--- src/rtl/real_step_accum.sv ---
// real_step_accum: turns real STEP/INIT parameters into fixed point at elaboration and
// emits a valid/ready ramp of N_STEPS accumulated, wrapping samples per start request.
module real_step_accum #(
    parameter real STEP    = 2.0,
    parameter real INIT    = 0.0,
    parameter int  INT_W   = 8,
    parameter int  FRAC_W  = 8,
    parameter int  N_STEPS = 4
) (
    input  logic                    clk,
    input  logic                    reset,
    input  logic                    start,
    output logic                    out_valid,
    input  logic                    out_ready,
    output logic [INT_W+FRAC_W-1:0] out_data,
    output logic                    out_ovf,
    output logic                    out_last,
    output logic                    busy,
    output logic                    done
);
    localparam int W = INT_W + FRAC_W;

    // Round to nearest with halves away from zero; $rtoi truncates toward zero.
    function automatic logic [W-1:0] to_fx(input real v);
        real s;
        s = v * (2.0 ** FRAC_W);
        return (s < 0.0) ? W'(-$rtoi(0.5 - s)) : W'($rtoi(s + 0.5));
    endfunction

    localparam logic [W-1:0] STEP_FX  = to_fx(STEP);
    localparam logic [W-1:0] INIT_FX  = to_fx(INIT);
    localparam logic [15:0]  LAST_CNT = 16'(N_STEPS);

    typedef enum logic [1:0] {IDLE, RUN, DONE} state_t;

    state_t       state_q, state_d;
    logic [W-1:0] acc_q, acc_d, add_a, sum;
    logic         ovf_q, ovf_d, add_ovf;
    logic [15:0]  cnt_q, cnt_d;

    assign add_a   = (state_q == IDLE) ? INIT_FX : acc_q;
    assign sum     = add_a + STEP_FX;
    assign add_ovf = (add_a[W-1] == STEP_FX[W-1]) && (sum[W-1] != add_a[W-1]);

    always_comb begin
        state_d = state_q;
        acc_d   = acc_q;
        ovf_d   = ovf_q;
        cnt_d   = cnt_q;
        case (state_q)
            IDLE: if (start) begin
                state_d = RUN;
                acc_d   = sum;
                ovf_d   = add_ovf;
                cnt_d   = 16'd1;
            end
            RUN: if (out_ready) begin
                if (cnt_q == LAST_CNT) state_d = DONE;
                else begin
                    acc_d = sum;
                    ovf_d = add_ovf;
                    cnt_d = cnt_q + 16'd1;
                end
            end
            default: state_d = IDLE;
        endcase
    end

    always_ff @(posedge clk or posedge reset) begin
        if (reset) begin
            state_q <= IDLE;
            acc_q   <= '0;
            ovf_q   <= 1'b0;
            cnt_q   <= '0;
        end else begin
            state_q <= state_d;
            acc_q   <= acc_d;
            ovf_q   <= ovf_d;
            cnt_q   <= cnt_d;
        end
    end

    assign out_valid = (state_q == RUN);
    assign out_data  = acc_q;
    assign out_ovf   = out_valid && ovf_q;
    assign out_last  = out_valid && (cnt_q == LAST_CNT);
    assign busy      = (state_q != IDLE);
    assign done      = (state_q == DONE);
endmodule

--- config.mk ---
export PLATFORM = sky130hd
export DESIGN_NAME = real_step_accum
export DESIGN_NICKNAME = d
export VERILOG_FILES = /design/src/rtl/real_step_accum.sv
export SDC_FILE = /design/constraint.sdc
export NUM_CORES = 1
export LEC_CHECK = 0
export CORE_MARGIN = 2
export CORE_UTILIZATION = 58
export DETAILED_ROUTE_END_ITERATION = 8
export GPL_ROUTABILITY_DRIVEN = 0
export PLACE_DENSITY = 0.84
export SLEW_MARGIN = 20
export SYNTH_ARGS = -nofsm -noshare
export SYNTH_HDL_FRONTEND = slang
export SYNTH_SLANG_ARGS = --single-unit
--- constraint.sdc ---
create_clock -name clk -period 4.4 [get_ports clk]
set_input_delay 0.44 -clock clk [delete_from_list [all_inputs] [get_ports clk]]
set_output_delay 0.44 -clock clk [all_outputs]
set_load 0.1 [all_outputs]
# Yosys cells after proc, flatten, opt, wreduce, memory -nomap -nowiden
# Cells that the tools add are included.
# word_totals
register_bits,35
in_bits,4
latchBits,0
output_inout_bits,21
ram_bits,0
mem_count,0
mem_bits_ro,0
# op_classes
muxes,17
n_mul,0
bitwise,1
div,0
n_shift,0
n_reduce_logical,8
n_eq_ne,8
order_cmp,0
n_addsub,2
# op_table
op,count
$mux W16,7
$pmux W16 S2,2
$add A16 B1 Y16 const B,1
$add A16 B10 Y16 const B,1
$eq A16 B3 Y1 const B,1
$mux W2,3
$ne A2 B1 Y1 const B,2
$ne A2 B2 Y1 const B,2
$pmux W2 S2,1
$reduce_and A4 Y1,1
$reduce_bool A2 Y1,2
$logic_and A1 B1 Y1,3
$mux W1,3
$reduce_and A3 Y1,1
$eq A2 B1 Y1 const B,1
$eq A2 B2 Y1 const B,1
$logic_not A2 Y1,1
$pmux W1 S2,1
$ne A1 B1 Y1,1
$not A1 Y1,1

# Longest topological paths before layout
# depth
ltp_word,8
depth_mapped,8
depth_no_buf,7

# Least setup slack after synthesis
# OpenSTA, ideal clock, no wires.
# synth_path
path_kind,register to output
from,register cnt_q[10]
to,output out_last
arrival_time_ns,3.079
slack_ns,0.881
required_time_ns,3.960
path_stages_with_launch,5
cell_sequence,dfrtp_1 -> clkbuf_2 -> nor4_1 -> nand3_1 -> nor3_1
# synth_via
elab_chain_cells,2
# synth_rtl
element,line,source
"start, declared",39,"logic [15:0] cnt_q, cnt_d;"
"start signal, assigned",79,cnt_q <= cnt_d;
$eq A16 B3 Y1,86,assign out_last = out_valid && (cnt_q == LAST_CNT);
$logic_and A1 B1 Y1,86,
"end, declared",17,"output logic out_last,"
# No other way between the ends.

# Worst setup path after layout
# Ends and elaborated chain as after synthesis.

==> implementation parameters <==
Parameter                              Value

Timing
  Final Setup Violations    0
  Fin Clk Skew    about 0.012 ns
  Final hold violation count    0
  Fin worst setup slack    between 1 and 1.5 ns
  Final slew viol count    0
  Setup Total Neg Slack    0 ns
  Achievable clock frequency    roughly 300 MHz
  Max_slew headroom    roughly a third
  Clock period minus final worst setup slack    3.38 ns
  RSZ-0062 raised after global routing    false
  Final cycle utilization of the critical path    around 77%
  Actual slew at the worst max-slew pin    between 0.9 and 1 ns

Clock tree
  Buffer levels on the longest clock path    2
  Later-pin clock latency in the skew report    about 0.32 ns
  CTS clk-pin slew, worst paths    ~0.15 ns
  Clock tree root buffer cell    sky130_fd_sc_hd__clkbuf_4
  Total of cells resized after clock tree synthesis    0
  TritonCTS clock tree    yes
  Hold buffer count at CTS    0
  # Post-CTS Setup Buffers    0
  Number of buffers added by the clock tree synthesis step    3
  H-Tree Level Count    1
  Clock net sink count    26

Yosys
  Proportion of synthesized chip area in sequential cells    37.2%
  Top FF cell, synth    sky130_fd_sc_hd__dfrtp_1
  Post-synth ARST share    between 90% and 100%
  Synthesized area    about 0.0017 mm²
  EDFF count, synth    0
  Warning count from the yosys run    0
  Mean Syn Cell Area    9.15 µm²
  Number of instances in the synthesized netlist    191
  Post-synthesis register bit count    26
  Number of distinct standard cells referenced by the synthesized netlist    46

Worst setup path
  Startpoint class of the critical path    flop
  Sequence of cells on the critical path    nor4_1, nand3_1, nor3_1, clkdlybuf4s50_1
  Crit Path Max Fanout    9
  Buffer and inverter count on the worst path    1
  Required @ worst endpoint    ~4 ns
  Cell with the largest stage delay on the worst path    sky130_fd_sc_hd__clkdlybuf4s50_1
  Startpoint-to-endpoint class of the critical path    flop to output port
  Delay of the slowest cell on the worst path    roughly 1.2 ns
  Kind of cell adding the most delay to the critical path    buffers and inverters
  Endpoint class of the critical path    output port
  Critical path arrival    approximately 2.9 ns

Die
  Placeable core area    0.00281 mm²
  Total die area    0.00347 mm²
  Number of top-level pins    25
  Floorplan die height    roughly 59 µm
  Initial Util    62.3%
  Die boundary width    about 60 µm
  Number of core rows    19

Layout
  Final-layout fill cell count    238
  Most frequent cells in the layout    sky130_fd_sc_hd__dfrtp_1 (26), sky130_fd_sc_hd__o31ai_1 (16), sky130_fd_sc_hd__clkdlybuf4s50_1 (15), sky130_fd_sc_hd__nor2_1 (12), sky130_fd_sc_hd__nand3_1 (12)
  Most common cell after layout, fill and taps aside    sky130_fd_sc_hd__dfrtp_1
  Count of inserted antenna diode cells    0
  Final non-filler cell area    between 0.0015 and 0.002 mm²
  Signed area change from the synthesized netlist to the final layout    6.87%
  Fraction of final layout cells with drive strength greater than 1    about 5.6%
  Final core utilization    between 60 and 70%
  Area used by multi-input combinational logic    just under 0.001 mm²
  FF/Latch Area    approximately 650 µm²
  Nets@finish    between 200 and 250

Placement
  Number of port buffers    15
  Pre-CTS worst setup slack    around 1.5 ns
  Instance area at placement    0.00183 mm²
  Post-detailed-placement half-perimeter wirelength    2950 µm

Global route
  Total congestion overflow    0
  Antenna violations before repair    0
  Wire length of the first global-routing pass    between 7000 and 8000 µm
  Vias in the first global route    ~1.5k
  Pin count of the biggest net entering global routing    27
  Global-route usage over all layers    between 20% and 30%

Job
  Number of maximum-capacitance constraint violations    0

Detailed routing
  Number of vias after detailed routing    approximately 1.5k
  Post-DR wirelength/cell    18.0 µm
  Per-cell via count in the routed design    6.78
  Routed Wire Length    roughly 4000 µm
  Remaining antenna violation count    0
  DRC viols    1
  Iteration count of the initial detailed-routing pass    6
  First-iteration detailed-routing DRC count    118

Run status
  Failing checks    DRC
  Status    finished with violations

Min path
  Hold crit path type    flop to flop

Pwr
  Reported leakage power    0.770 nW
  Maximum vdd drop    between 0.4 and 0.5 mV
  Power density cells    475 mW/mm²
  PnR Total Power    0.888 mW
-- per-stage QoR --
stage | instances | hold slack (ns)
floorplan | 199 | 0.472
global route | 227 | 0.560
CTS | 227 | 0.522
detailed placement | 223 | 0.488
finish | 227 | 0.521
global placement | 223 | 0.485
-- worst reg2reg max path: cells and delay by family (launching register included) --
family,cells,cell delay (ns)
AO/OA/AOI/OAI,1,0.24
flip-flops,1,0.47
AND/OR/NAND/NOR,3,1.48
buffers and inverters,1,0.08
adder cells (fa/ha/maj),1,0.20
-- cells by family (layout without fill, tap and decap cells) --
logic type | Yosys count | after routing | synth area share, %
compound gates | 51 | 51 | 23.1
fa+ha+maj | 4 | 4 | 2.86
buf+inv | 29 | 26 | 9.23
flops | 26 | 26 | 37.2
mux | 4 | 4 | 2.43
other cells | 1 | 9 | 0.215
simple gates | 76 | 76 | 25.0
-- path summary, 6_finish.rpt --
check                               start        end  slack, ns  cells past startpoint
worst max-delay path            cnt_q[10]   out_last       1.02                      4
worst min-delay path                ovf_q      ovf_q       0.52                      1
worst max register to register   cnt_q[0]   cnt_q[8]       1.86                      6
worst min register to register      ovf_q      ovf_q       0.52                      1
max in group asynchronous           reset  cnt_q[14]       3.18                      2
min in group asynchronous           reset   cnt_q[2]       0.62                      2
-- registers in the layout, indices dropped and copies added, names as in the netlist --
signal and flops:
cnt_q 16, out_data 7, state_q 2, ovf_q 1
-- area by class of cell --
class	count	area share (%)
Multi-Input combinational cell	144	51.7
Sequential cell	26	34.8
Timing Repair Buffer	15	8.04
Tap cell	31	2.08
Clock buffer	4	1.94
Inverter	7	1.41
-- report_power, final --
group / internal [mW] / switching, mW / total (mW)
logic: 0.110 / 0.294 / 0.404
clock network: 0.0505 / 0.0735 / 0.124
registers: 0.283 / 0.0775 / 0.360
-- per-layer routing --
layer  part of all wire [%]  global-route usage [%]
met1                     42                    37.8
met2                     48                    41.4
met3                    8.3                    3.96
met4                    2.2                    9.74
met5                      0                       0
-- cells in the mapped netlist (2+ instances only) --
cell                         n  area share [%]
sky130_fd_sc_hd__a21o_1      2            0.86
sky130_fd_sc_hd__a221o_1     3             1.7
sky130_fd_sc_hd__a2bb2oi_1   3             1.5
sky130_fd_sc_hd__a31oi_1     5             1.8
sky130_fd_sc_hd__a41oi_1     2             1.0
sky130_fd_sc_hd__and2_1      7             2.5
sky130_fd_sc_hd__and3_1      9             3.2
sky130_fd_sc_hd__and4_1      4             2.0
sky130_fd_sc_hd__buf_2       3            0.86
sky130_fd_sc_hd__buf_4      12             5.2
sky130_fd_sc_hd__clkbuf_1    4            0.86
sky130_fd_sc_hd__clkbuf_2    3            0.86
sky130_fd_sc_hd__dfrtp_1    26              37
sky130_fd_sc_hd__ha_1        4             2.9
sky130_fd_sc_hd__inv_1       7             1.5
sky130_fd_sc_hd__mux2_2      2             1.3
sky130_fd_sc_hd__mux2i_1     2             1.1
sky130_fd_sc_hd__nand2_1    10             2.1
sky130_fd_sc_hd__nand2b_1    3             1.1
sky130_fd_sc_hd__nand3_1    12             3.4
sky130_fd_sc_hd__nand4_1     3             1.1
sky130_fd_sc_hd__nor2_1     12             2.6
sky130_fd_sc_hd__nor3_1      3            0.86
sky130_fd_sc_hd__nor3b_1     2            0.86
sky130_fd_sc_hd__nor4_1      2            0.72
sky130_fd_sc_hd__o21ai_0    10             2.9
sky130_fd_sc_hd__o31ai_1    16             6.9
sky130_fd_sc_hd__or3_1       2            0.72
Note: power is estimated with default switching activity, not from simulation.
